--- config.mk ---
export PLATFORM = sky130hd
export DESIGN_NAME = operand_forward_select_two_operand
export DESIGN_NICKNAME = d
export VERILOG_FILES = /design/src/rtl/operand_forward_pkg.sv /design/src/rtl/fwd_priority_select.sv /design/src/rtl/operand_forward_select_two_operand.sv
export SDC_FILE = /design/constraint.sdc
export NUM_CORES = 1
export LEC_CHECK = 0
export ABC_AREA = 1
export BUFFER_PORTS_ARGS = -buffer_cell sky130_fd_sc_hd__buf_2
export CAP_MARGIN = 20
export CORE_ASPECT_RATIO = 1.25
export CORE_MARGIN = 4
export CORE_UTILIZATION = 35
export CTS_CLUSTER_SIZE = 28
export DETAILED_ROUTE_END_ITERATION = 7
export GPL_ROUTABILITY_DRIVEN = 0
export HOLD_SLACK_MARGIN = 0.06
export PLACE_DENSITY = 0.73
export SLEW_MARGIN = 20
export SYNTH_ARGS = -nofsm -noshare
export SYNTH_HDL_FRONTEND = slang
export SYNTH_SLANG_ARGS = --single-unit
export TNS_END_PERCENT = 100
--- constraint.sdc ---
create_clock -name clk -period 1.05 [get_ports clk]
set_input_delay 0.0525 -clock clk [delete_from_list [all_inputs] [get_ports clk]]
set_output_delay 0.0525 -clock clk [all_outputs]
set_load 0.005 [all_outputs]
--- src/rtl/operand_forward_pkg.sv ---
// Shared definitions for the two-operand forwarding datapath.
// Optional feature macro: OPERAND_FORWARD_ZERO_REG_EN (register 0 hardwired to zero).
package operand_forward_pkg;

    // Register address width derived from the architectural register count (at least 1 bit).
    function automatic int reg_addr_width(input int register_count);
        return (register_count > 2) ? $clog2(register_count) : 1;
    endfunction

endpackage

--- src/rtl/fwd_priority_select.sv ---
// Youngest-first search of the in-flight result buffer for one read operand.
// Optional feature macro: OPERAND_FORWARD_ZERO_REG_EN (register 0 never matches, reads as zero).
module fwd_priority_select
    import operand_forward_pkg::*;
#(
    parameter int ForwardDepth = 1,
    parameter int AddrWidth    = 3,
    parameter int DataWidth    = 32
) (
    input  logic [ForwardDepth-1:0]                valid,
    input  logic [ForwardDepth-1:0][AddrWidth-1:0] addr,
    input  logic [ForwardDepth-1:0][DataWidth-1:0] data,
    input  logic [AddrWidth-1:0]                   read_addr,
    input  logic [DataWidth-1:0]                   rf_data,
    output logic [ForwardDepth-1:0]                hit,
    output logic [DataWidth-1:0]                   operand
);

    logic [ForwardDepth-1:0] match;

    // Per-entry match; under the zero-register option, address 0 is never forwarded.
    always_comb begin
        match = '0;
        for (int i = 0; i < ForwardDepth; i++) begin
`ifdef OPERAND_FORWARD_ZERO_REG_EN
            match[i] = valid[i] && (addr[i] == read_addr) && (addr[i] != '0);
`else
            match[i] = valid[i] && (addr[i] == read_addr);
`endif
        end
    end

    // Scan oldest to youngest so the lowest matching index overwrites older winners.
    always_comb begin
        hit     = '0;
        operand = rf_data;
        for (int i = ForwardDepth - 1; i >= 0; i--) begin
            if (match[i]) begin
                hit     = '0;
                hit[i]  = 1'b1;
                operand = data[i];
            end
        end
`ifdef OPERAND_FORWARD_ZERO_REG_EN
        if (read_addr == '0) begin
            hit     = '0;
            operand = '0;
        end
`endif
    end

endmodule

--- src/rtl/operand_forward_select_two_operand.sv ---
// Buffers in-flight write-back results and resolves two read operands from the
// youngest matching result or the register file.
// Optional feature macro: OPERAND_FORWARD_ZERO_REG_EN (register 0 hardwired to zero).
module operand_forward_select_two_operand
    import operand_forward_pkg::*;
#(
    parameter int ForwardDepth  = 1,
    parameter int RegisterCount = 8,
    parameter int DataWidth     = 32,
    localparam int RegAddrWidth = reg_addr_width(RegisterCount)
) (
    input  logic                    clk,
    input  logic                    rst,
    input  logic                    clk_en,
    input  logic                    Flush,
    input  logic                    WriteValid,
    input  logic [RegAddrWidth-1:0] WriteOperand,
    input  logic [DataWidth-1:0]    WriteData,
    input  logic [RegAddrWidth-1:0] ReadOperandA,
    input  logic [RegAddrWidth-1:0] ReadOperandB,
    input  logic [DataWidth-1:0]    RegFileDataA,
    input  logic [DataWidth-1:0]    RegFileDataB,
    output logic [DataWidth-1:0]    OperandA,
    output logic [DataWidth-1:0]    OperandB,
    output logic [ForwardDepth-1:0] FwdAHit,
    output logic [ForwardDepth-1:0] FwdBHit
);

    typedef struct packed {
        logic                    valid;
        logic [RegAddrWidth-1:0] addr;
        logic [DataWidth-1:0]    data;
    } fwd_entry_t;

    // Entry 0 is the youngest in-flight result.
    fwd_entry_t entries [ForwardDepth];

    logic [ForwardDepth-1:0]                   ent_valid;
    logic [ForwardDepth-1:0][RegAddrWidth-1:0] ent_addr;
    logic [ForwardDepth-1:0][DataWidth-1:0]    ent_data;

    // Shift the buffer on clk_en; only valid bits see reset/flush, which win over the shift.
    always_ff @(posedge clk) begin
        if (clk_en) begin
            entries[0].addr <= WriteOperand;
            entries[0].data <= WriteData;
            for (int i = 1; i < ForwardDepth; i++) begin
                entries[i].addr <= entries[i-1].addr;
                entries[i].data <= entries[i-1].data;
            end
        end
        if (rst || Flush) begin
            for (int i = 0; i < ForwardDepth; i++) begin
                entries[i].valid <= 1'b0;
            end
        end else if (clk_en) begin
            entries[0].valid <= WriteValid;
            for (int i = 1; i < ForwardDepth; i++) begin
                entries[i].valid <= entries[i-1].valid;
            end
        end
    end

    // Flatten the entry array for the search units.
    always_comb begin
        ent_valid = '0;
        ent_addr  = '0;
        ent_data  = '0;
        for (int i = 0; i < ForwardDepth; i++) begin
            ent_valid[i] = entries[i].valid;
            ent_addr[i]  = entries[i].addr;
            ent_data[i]  = entries[i].data;
        end
    end

    fwd_priority_select #(
        .ForwardDepth(ForwardDepth),
        .AddrWidth   (RegAddrWidth),
        .DataWidth   (DataWidth)
    ) u_select_a (
        .valid    (ent_valid),
        .addr     (ent_addr),
        .data     (ent_data),
        .read_addr(ReadOperandA),
        .rf_data  (RegFileDataA),
        .hit      (FwdAHit),
        .operand  (OperandA)
    );

    fwd_priority_select #(
        .ForwardDepth(ForwardDepth),
        .AddrWidth   (RegAddrWidth),
        .DataWidth   (DataWidth)
    ) u_select_b (
        .valid    (ent_valid),
        .addr     (ent_addr),
        .data     (ent_data),
        .read_addr(ReadOperandB),
        .rf_data  (RegFileDataB),
        .hit      (FwdBHit),
        .operand  (OperandB)
    );

endmodule

Word-level counts from Yosys, hierarchy flattened --
Memories as Yosys holds them, arrays and structs flattened. Index checks and enable logic that the tools add are counted. Widths: inputs -> output; s select.
Storage, ports and cells: memories 1, output and inout bits 66, bits of input ports 110, memory bits (writable) 36, word-level logic and storage cells 19, register bits 0
Operators by class: equal/unequal tests 2, reduce and logical (&&, ||, !) cells 4, muxes and demuxes 12
Memory list:
- entries | depth 1, width 36, read ports 1, clocked after memory_dff 0, wr ports 3, line operand_forward_select_two_operand.sv:36 | fwd_entry_t entries [ForwardDepth];
Operators with widths (count):
- $mux 32 | 2
- $mux 36 | 1
- $reduce_or 36->1 | 1
- $mux 1 | 8
- $eq 3x3->1 | 2
- $logic_and 1x1->1 | 2
- $mux 2 | 1
- $logic_or 1x1->1 | 1

Longest topological paths before layout --
Gate-level depths: netlist of the first run.
depth in word-level cells 5, mapped depth 8, mapped depth without buffers 7

Cells and area by module --
A second synthesis of the first run with hierarchy kept.
Second synthesis, totals: cell total of the unflattened synthesis 288, area total of the unflattened synthesis 2253.4 um^2
Modules (own cells, without submodules):
- fwd_priority_select | seq. area each 0.0 um^2, cells each 123, times used 2, area an instance 571.8 um^2
- operand_forward_select_two_operand | seq. area each 1081.0 um^2, cells each 42, times used 1, area an instance 1109.8 um^2

Worst setup path before layout of the first run --
Ideal clock, no wire load.
path type flip-flop to output port, start point mem entries[0][33] (netlist bit), end point out OperandB[22], cell stages (with the launch flop) 8, arrival time 1.049 ns, buffers on the path 1, path slack -0.052 ns, data required time 0.998 ns, cell sequence edfxtp_1 -> nand2_1 -> nand2_1 -> nor2_8 -> nand2_4 -> buf_6 -> nand2_1 -> nand2_1
On the way: longest elaborated chain between the ends 4
Ends and longest elaborated chain:
- start, declared | line operand_forward_select_two_operand.sv:36
- $mem_v2 1x36
- $eq 3x3->1 | line fwd_priority_select.sv:28 | match[i] = valid[i] && (addr[i] == read_addr);
- $logic_and 1x1->1 | line fwd_priority_select.sv:28
- $mux 32 | line fwd_priority_select.sv:38 | if (match[i]) begin
- end, declared | line operand_forward_select_two_operand.sv:24 | output logic [DataWidth-1:0] OperandB,
Every way passes these cells.

Worst setup path in the final report of the first run --
start point mem entries[0][33] (netlist bit), end point out OperandB[27]
The elaborated chain is that of the path after synthesis.

==> flow_metrics.env, run 1 <==
export IMPL_status="finished, violations left"
export IMPL_violations="setup timing"
export IMPL_worstMarginPinSlew_ps=205
export IMPL_required_ps=1000
export IMPL_ant_nets=0
export IMPL_finalWirelength_mm=8.80
export IMPL_p_seq_share_pct=45.8
export IMPL_yosys_warnings=0
export IMPL_switchingPower_mw=1.08
export IMPL_rsz0062_at_grt="yes"
export IMPL_critPathLaunchType="flip-flop"
export IMPL_fp_dieArea_um2=7860
export IMPL_grt_remaining_overflow=0
export IMPL_fin_crit_ps=1620
export IMPL_grt_pass1_wl_mm=11.7
export IMPL_cts_num_sinks=36
export IMPL_syn_area_per_cell_um2=8.06
export IMPL_initial_core_util_pct=36.4
export IMPL_drv_slew=0
export IMPL_h_tree_depth=2
export IMPL_cap_violations=0
export IMPL_final_cell_mix="buf_2 (175), nand2_1 (138), nand3_1 (56)"
export IMPL_worst_path_max_fanout=7
export IMPL_arrival_ps=1560
export IMPL_grtUsageTotal_pct=18.7
export IMPL_synth_nets=392
export IMPL_numCtsBuffers=5
export IMPL_insertedDiodeCount=0
export IMPL_vias=2779
export IMPL_synthDistinctLibCells=14
export IMPL_synth_area_um2=2270
export IMPL_fin_ws_ps=-566
export IMPL_num_fill_cells=533
export IMPL_fin_crit_sh_pct=154
export IMPL_slowest_stage="edfxtp_1"
export IMPL_dpl_hpwl_mm=5.61
export IMPL_cp_common_cell="nand2_1"
export IMPL_power_frac_clock_pct=23.5
export IMPL_p_int_mw=2.80
export IMPL_row_count=32
export IMPL_fin_nets=619
export IMPL_worstSetupPathType="reg -> out"
export IMPL_powerDensity_nw_per_um2=970
export IMPL_io_buffers=175
export IMPL_path_clk_slew_ps=70
export IMPL_regMostFlops="entries"
export IMPL_fin_hold_ws_ps=119
export IMPL_yosys_register_bits=36
export IMPL_reg_top3="entries: 36 flops"
export IMPL_viasPerCell=4.67
export IMPL_grt_max_degree=34
export IMPL_switching_share_pct=27.8
export IMPL_slew_headroom_pct=86.3
export IMPL_layout_commonest_cell="buf_2"
export IMPL_finalPower_mw=3.88
export IMPL_setup_viol=66
export IMPL_max_stage_delay_ps=430
export IMPL_cts_tree="built"
export IMPL_drive_above_1_share_pct=45.7
export IMPL_die_y_um=98.1
export IMPL_cts_root_buffer="clkbuf_8"
export IMPL_area_delta_synth_final_pct=75.9
export IMPL_combPwrFrac_pct=30.7
export IMPL_antenna_found_initial=0
export IMPL_hold_viol_final=0
export IMPL_drtPass1Iterations=4
export IMPL_coreArea_um2=6250
export IMPL_pin_count=176
export IMPL_drt_iter0_drc=211
export IMPL_end_kind="output port"
export IMPL_vdd_drop_max_mv=0.733
export IMPL_hp_class="in -> reg"
export IMPL_path_buf_inv=3
export IMPL_cts_buffer_depth=2
export IMPL_largest_register_ffs=36
export IMPL_grt_pass1_vias=2658
export IMPL_yosysSeqAreaShare_pct=47.6
export IMPL_p_leak_nw=2.13
export IMPL_die_width_um=80.1
export IMPL_path_delay_family="simple AND/OR/NAND/NOR gates"
export IMPL_clock_fmax_mhz=619
export IMPL_fin_setup_tns_ps=-35130
export IMPL_post_drt_wl_per_cell_um=14.8
export IMPL_path_cells="nand2_1, nand2_2, nor2_8, buf_4, clkbuf_16, nand3_1, nand2_1, buf_2"
export IMPL_drc=0
export IMPL_syn_instance_count=282
==> routing by layer <==
metal / part of all wire, % / up-vias / global-route usage, % / routed length, um
met5: 0 / - / 0 / 0
met4: 2.8 / 0 / 6.37 / 248
met3: 6.9 / 21 / 3.60 / 607
met2: 55 / 129 / 36.0 / 4840
met1: 35 / 1247 / 19.6 / 3100
li1: - / 1382 / - / -
==> final timing paths <==
check                 startpoint  slack (ps)  cells past startpoint              to
hold / removal        WriteValid         120                      3  entries[0][35]
setup / recovery  entries[0][33]        -570                      8    OperandB[27]
==> cell families (layout without fill, tap and decap cells) <==
logic type    after synthesis  count (layout)  synth area share [%]
flops                      36              36                  47.6
simple gates              219             221                  43.0
buf+inv                    27             253                  9.41
==> tightest hold or removal path: cells and delay by family <==
| family | cells | cell delay (ps) |
|---|---|---|
| buffers and inverters | 1 | 100 |
| AND/OR/NAND/NOR | 2 | 90 |
==> synth_stat cells (all sizes together) <==
cell type  count  area (um^2)
or3            1         6.26
nand2        147          572
buf           18          180
inv            9         33.8
nand3         64          320
edfxtp        36         1080
nor2           6         75.1
nor3           1         5.00
==> cell type report <==
| cell class | instances | area [um^2] | area share [%] |
|---|---|---|---|
| Sequential cell | 36 | 1080 | 27.0 |
| Tap cell | 85 | 106 | 2.66 |
| Timing Repair Buffer | 236 | 1630 | 40.7 |
| Multi-Input combinational cell | 221 | 1070 | 26.8 |
| Inverter | 9 | 33.8 | 0.845 |
| Clock buffer | 7 | 76.3 | 1.91 |
| Clock inverter | 1 | 3.75 | 0.0938 |
==> stage by stage <==
| step | util [%] | cell area, um^2 | instances | setup WS (ps) |
|---|---|---|---|---|
| after global routing | 64.0 | 4000 | 595 | -673 |
| after global placement | 52.3 | 3270 | 535 | -230 |
| final | 64.0 | 4000 | 595 | -566 |
| after CTS | 59.8 | 3740 | 580 | -573 |
| after floorplan | - | 2280 | 282 | -24.3 |
| after detailed placement | 52.3 | 3270 | 535 | -314 |
==> power groups by stage <==
stage	logic [mW]	clock network (mW)	registers (mW)
after floorplan	0.435	0	1.78
after global placement	0.885	0	1.80
after detailed placement	0.904	0	1.80
after CTS	1.02	0.943	1.77
after global routing	1.30	0.991	1.79
final	1.19	0.913	1.78
==> timing repair <==
item,in CTS,in global routing
hold buffers,37,0
buffers inserted,0,7
endpoints found under the hold margin,36,0
resized for setup,3,12
gates cloned,0,8
pin swaps,3,9
endpoints found under the setup margin,66,66
No activity file was read; power rests on OpenSTA's default activity.
==> run 2: changes to the inputs <==
--- a/config.mk
+++ b/config.mk
@@ -5,17 +5,16 @@
 export SDC_FILE = /design/constraint.sdc
 export NUM_CORES = 1
 export LEC_CHECK = 0
-export ABC_AREA = 1
 export BUFFER_PORTS_ARGS = -buffer_cell sky130_fd_sc_hd__buf_2
 export CAP_MARGIN = 20
 export CORE_ASPECT_RATIO = 1.25
 export CORE_MARGIN = 4
-export CORE_UTILIZATION = 35
-export CTS_CLUSTER_SIZE = 28
+export CORE_UTILIZATION = 25
+export CTS_CLUSTER_SIZE = 14
 export DETAILED_ROUTE_END_ITERATION = 7
 export GPL_ROUTABILITY_DRIVEN = 0
 export HOLD_SLACK_MARGIN = 0.06
-export PLACE_DENSITY = 0.73
+export PLACE_DENSITY = 0.56
 export SLEW_MARGIN = 20
 export SYNTH_ARGS = -nofsm -noshare
 export SYNTH_HDL_FRONTEND = slang
==> run 2 against run 1 <==
Compared with the run above:
- the flow still finishes with violations (setup timing)
- clock power rose by 29%
- global-route usage fell by 5.9 points
- final cell count decreased by 27%
- clock-buffer cell count decreased by 2
- cell area decreased by 5.7%
- via count shrank 34%
- first-iteration DRC count fell by 84%
- hold slack got worse by 7.9 ps
- combinational power down 22%
- maximum frequency shrank 10%
- sequential cell count is the same
- die area increased by 25%
- largest power group unchanged
==> flow_metrics.env, run 2 <==
export IMPL_grt_pass1_vias=2002
export IMPL_p_leak_nw=1.85
export IMPL_fin_hold_ws_ps=111
export IMPL_slew_headroom_pct=82.4
export IMPL_synthDistinctLibCells=10
export IMPL_setup_viol=66
export IMPL_fp_dieArea_um2=9840
export IMPL_synth_edf_count=36
export IMPL_worst_path_max_fanout=33
export IMPL_fin_crit_ps=1800
export IMPL_post_drt_wl_per_cell_um=15.4
export IMPL_yosys_warnings=0
export IMPL_reg_top3="entries: 36 flops"
export IMPL_drv_slew=0
export IMPL_vias=1848
export IMPL_required_ps=1000
export IMPL_yosys_register_bits=36
export IMPL_cts_num_sinks=36
export IMPL_clock_fmax_mhz=556
export IMPL_synthFlopType="edfxtp_1"
export IMPL_fin_nets=447
export IMPL_path_depth=5
export IMPL_path_buf_inv=2
export IMPL_area_delta_synth_final_pct=81.5
export IMPL_yosys_area_top_type="edfxtp_1"
export IMPL_yosysSeqAreaShare_pct=52.0
export IMPL_drt_iter0_drc=34
export IMPL_numCtsBuffers=5
export IMPL_row_count=36
export IMPL_critPathLaunchType="flip-flop"
export IMPL_arrival_ps=1750
export IMPL_finalPower_mw=3.87
export IMPL_path_delay_family="flip-flops"
export IMPL_max_stage_delay_ps=430
export IMPL_grt_remaining_overflow=0
export IMPL_path_cells="xnor2_1, nand4_2, buf_12, mux2_2, buf_2"
export IMPL_synth_nets=229
export IMPL_syn_instance_count=119
export IMPL_synthArstFlopShare_pct=0
export IMPL_hp_class="in -> reg"
export IMPL_grt_max_degree=34
export IMPL_synth_area_um2=2080
export IMPL_slowest_stage="edfxtp_1"
export IMPL_post_place_ws_ps=-453
export IMPL_synth_area_leaders="edfxtp_1 (52%), mux2_4 (21%), mux2_2 (19%), buf_6 (3.3%), xnor2_1 (2.5%)"
export IMPL_path_clk_slew_ps=70
export IMPL_end_kind="output port"
export IMPL_cts_tree="built"
export IMPL_drive_above_1_share_pct=75.1
export IMPL_dpl_hpwl_mm=5.30
export IMPL_pin_count=176
export IMPL_die_y_um=110
export IMPL_fin_crit_sh_pct=171
export IMPL_initial_core_util_pct=26.2
export IMPL_antenna_found_initial=0
export IMPL_coreArea_um2=7930
export IMPL_drtPass1Iterations=3
export IMPL_grtUsageTotal_pct=12.8
export IMPL_insertedDiodeCount=0
export IMPL_viasPerCell=4.27
export IMPL_syn_area_per_cell_um2=17.5
export IMPL_vdd_drop_max_mv=0.537
export IMPL_io_buffers=175
export IMPL_grt_pass1_wl_mm=9.32
export IMPL_yosysMostFrequentCell="edfxtp_1"
export IMPL_drc=0
export IMPL_cts_buffer_depth=2
export IMPL_status="finished, violations left"
export IMPL_die_width_um=89.6
export IMPL_regMostFlops="entries"
export IMPL_worstMarginPinSlew_ps=264
export IMPL_h_tree_depth=2
export IMPL_worstSetupPathType="reg -> out"
export IMPL_synth_common_cells="edfxtp_1 (36), mux2_2 (35), mux2_4 (29)"
export IMPL_final_cell_mix="buf_2 (144), dlygate4sd3_1 (37), edfxtp_1 (36)"
export IMPL_largest_register_ffs=36
export IMPL_rsz0062_at_grt="yes"
export IMPL_powerDensity_nw_per_um2=1030
export IMPL_endpoint="OperandB[1]"
export IMPL_ant_nets=0
export IMPL_fin_ws_ps=-750
export IMPL_finalWirelength_mm=6.69
export IMPL_layout_commonest_cell="buf_2"
export IMPL_violations="setup timing"
export IMPL_synth_top_cell_area_share_pct=52.0
export IMPL_hold_viol_final=0
export IMPL_setup_worst_path_start="entries[0][34]"
export IMPL_holdCritStartpoint="WriteValid"
export IMPL_cap_violations=0
export IMPL_cts_root_buffer="clkbuf_8"
## run 2: per-layer routing
| metal | routed length (um) | GRT usage (%) |
|---|---|---|
| met3 | 594 | 2.40 |
| met5 | 0 | 0 |
| met1 | 2280 | 13.1 |
| met4 | 106 | 4.68 |
| met2 | 3710 | 24.8 |
## run 2: logic make-up (layout without fill, tap and decap cells)
family	Yosys count	in the layout	share of synthesized area [%]
DFF	36	36	52.0
buffers and inverters	8	227	3.61
muxes	64	64	39.9
xor gates and xnor gates	6	6	2.53
and+or+nand+nor	5	5	1.93
## run 2: cell type report
cell class	instances	area [um^2]
Sequential cell	36	1080
Inverter	2	7.51
Clock inverter	3	37.5
Multi-Input combinational cell	75	930
Fill cell	723	4160
Clock buffer	5	68.8
Timing Repair Buffer	217	1530
Tap cell	95	119
## run 2: timing repair
action,CTS,global route
resized for setup,26,7
setup endpoints to repair,66,66
hold buffers,37,0
buffers inserted,0,0
hold endpoints to repair,37,0
## run 2: how the worst min path moves through the flow
stage	end	slack, ps	cells after the start
CTS	entries[0][35]	100	3
global route	entries[0][35]	140	3
finish	entries[0][35]	110	3
floorplan	entries[0][0]	150	0
detailed placement	entries[0][17]	230	1
global placement	entries[0][23]	230	1
## run 2: through the flow
stage	instances	utilization, %	area (um^2)	TNS [ps]
4_1_cts	433	47.0	3730	-48260
5_1_grt	433	47.6	3770	-52390
3_5_place_dp	388	39.0	3090	-27030
3_3_place_gp	388	39.0	3090	-25320
2_1_floorplan	119	-	2080	-16640
6_report	433	47.6	3770	-46110
## run 2: power breakdown
| group | switching (mW) | leakage [nW] | internal (mW) |
|---|---|---|---|
| registers | 0.0568 | 0.354 | 1.71 |
| logic | 0.289 | 1.44 | 0.637 |
| clock network | 0.490 | 0.0532 | 0.692 |
| total | 0.836 | 1.85 | 3.04 |
==> run 3: changes to the inputs <==
--- a/config.mk
+++ b/config.mk
@@ -14,7 +14,7 @@
 export DETAILED_ROUTE_END_ITERATION = 7
 export GPL_ROUTABILITY_DRIVEN = 0
 export HOLD_SLACK_MARGIN = 0.06
-export PLACE_DENSITY = 0.56
+export PLACE_DENSITY = 0.54
 export SLEW_MARGIN = 20
 export SYNTH_ARGS = -nofsm -noshare
 export SYNTH_HDL_FRONTEND = slang
==> constraint.sdc (replaced) <==
create_clock -name clk -period 1.85 [get_ports clk]
set_input_delay 0.0925 -clock clk [delete_from_list [all_inputs] [get_ports clk]]
set_output_delay 0.0925 -clock clk [all_outputs]
set_load 0.005 [all_outputs]
==> run 3 against run 2 <==
Compared with the run above:
- the run now ends clean
- via count down 2.3%
- hold slack worse by 16 ps
- highest routed layer unchanged
- largest power group unchanged
- clock-buffer cell count unchanged
- combinational power down 47%
- global-route usage down 0.34 points
- sequential share of layout area up 1.3 points
- critical endpoint is now OperandB[2]
- first-iteration DRC count up 91%
- worst setup slack better by 760 ps
- sequential power down 43%
==> flow_metrics.env, run 3 (synthesized netlist as in run 2, its figures left out) <==
export IMPL_status="completed"
export IMPL_largest_register_ffs=36
export IMPL_drv_slew=0
export IMPL_layout_commonest_cell="buf_2"
export IMPL_arrival_ps=1750
export IMPL_critPathLaunchType="flip-flop"
export IMPL_hp_class="in -> reg"
export IMPL_final_cell_mix="buf_2 (159), edfxtp_1 (36), mux2_2 (35), dlygate4sd3_1 (35), mux2_4 (29)"
export IMPL_switching_share_pct=23.0
export IMPL_cts_setup_buffers=0
export IMPL_io_buffers=175
export IMPL_utilization_pct=45.5
export IMPL_fin_crit_ps=1840
export IMPL_antenna_found_initial=0
export IMPL_grtUsageTotal_pct=12.4
export IMPL_cts_num_sinks=36
export IMPL_fin_nets=445
export IMPL_row_count=36
export IMPL_worst_path_max_fanout=19
export IMPL_finalWirelength_mm=6.29
export IMPL_clock_fmax_mhz=544
export IMPL_p_seq_share_pct=49.9
export IMPL_regMostFlops="entries"
export IMPL_drt_iter0_drc=65
export IMPL_setup_viol=0
export IMPL_insertedDiodeCount=0
export IMPL_cts_root_buffer="clkbuf_8"
export IMPL_fin_ws_ps=12.3
export IMPL_fin_crit_sh_pct=99.3
export IMPL_drc=0
export IMPL_post_place_ws_ps=253
export IMPL_min_to="entries[0][35]"
export IMPL_slew_headroom_pct=68.9
export IMPL_pin_count=176
export IMPL_worstMarginPinSlew_ps=466
export IMPL_ant_nets=0
export IMPL_area_delta_synth_final_pct=73.8
export IMPL_setup_worst_path_start="entries[0][34]"
export IMPL_reg_top3="entries: 36 flops"
export IMPL_multi_input_area_um2=937
export IMPL_switchingPower_uw=464
export IMPL_cts_tree="built"
export IMPL_die_width_um=89.6
export IMPL_coreArea_um2=7930
export IMPL_hold_viol_final=0
export IMPL_post_drt_wl_per_cell_um=14.6
export IMPL_combPwrFrac_pct=24.2
export IMPL_h_tree_depth=2
export IMPL_worstSetupPathType="reg -> out"
export IMPL_p_leak_nw=1.79
export IMPL_worstHoldPathCells=2
export IMPL_cap_violations=0
export IMPL_viasPerCell=4.19
export IMPL_seq_area_um2=1080
export IMPL_vias=1806
export IMPL_numCtsBuffers=5
export IMPL_grt_pass1_vias=1927
export IMPL_grt_pass1_wl_mm=9.28
export IMPL_fin_hold_ws_ps=94.4
export IMPL_grt_max_degree=23
export IMPL_num_fill_cells=749
export IMPL_end_kind="output port"
export IMPL_rsz0062_at_grt="yes"
export IMPL_fp_dieArea_um2=9840
export IMPL_cts_buffer_depth=2
export IMPL_drtPass1Iterations=4
export IMPL_required_ps=1760
export IMPL_initial_core_util_pct=26.2
export IMPL_power_frac_clock_pct=26.0
export IMPL_drive_above_1_share_pct=75.9
export IMPL_finalPower_mw=2.02
export IMPL_path_clk_slew_ps=70
export IMPL_p_int_mw=1.56
export IMPL_powerDensity_nw_per_um2=560
export IMPL_vdd_drop_max_mv=0.280
export IMPL_dpl_hpwl_mm=5.08
export IMPL_grt_remaining_overflow=0
export IMPL_holdCritStartpoint="rst"
export IMPL_die_y_um=110
## run 3: power by group through the flow
stage	Sequential, mW	Clock (mW)	Combinational (mW)
finish	1.01	0.525	0.489
floorplan	1.01	0	0.173
detailed placement	1.02	0	0.399
global route	1.02	0.596	0.532
global placement	1.02	0	0.394
CTS	1.01	0.556	0.482
## run 3: worst max-delay path by stage
stage	slack [ps]	endpoint	cells after the start
4_1_cts	-7	OperandB[10]	5
6_report	10	OperandB[2]	5
5_1_grt	-70	OperandB[2]	5
3_3_place_gp	310	OperandB[24]	5
2_1_floorplan	440	OperandB[10]	4
3_5_place_dp	250	OperandB[29]	5
## run 3: final cells by class
type | instances | share of cell area (%)
sequential | 36 | 29.9
clock inverter | 3 | 0.381
tap | 95 | 3.29
timing repair buffer | 215 | 38.3
inverter | 2 | 0.208
clock buffer | 5 | 1.91
multi-input combinational | 75 | 26.0
## run 3: metrics by stage
step / cells / TNS [ps] / area (um^2)
final: 431 / 0 / 3610
after global routing: 431 / -3310 / 3610
after CTS: 431 / -20.3 / 3570
after detailed placement: 388 / 0 / 3060
after global placement: 388 / 0 / 3060
after floorplan: 119 / 0 / 2080
## run 3: worst max-delay path, cell delays in order (launching register included)
cell and delay (ps):
edfxtp_1 440, xnor2_2 180, nand4_2 170, buf_12 210, mux2_4 320, buf_6 120
## run 3: what timing repair did
action,CTS,global route
gates resized for setup,14,6
pin swaps,1,1
gates cloned,0,0
hold buffers,35,0
endpoints found under the setup margin,48,64
hold endpoints to repair,35,0
## run 3: per-layer routing
| metal | GRT usage, % | part of all wire [%] |
|---|---|---|
| met5 | 0 | 0 |
| met4 | 3.51 | 0.49 |
| met3 | 3.97 | 11 |
| met2 | 23.3 | 56 |
| met1 | 12.9 | 33 |
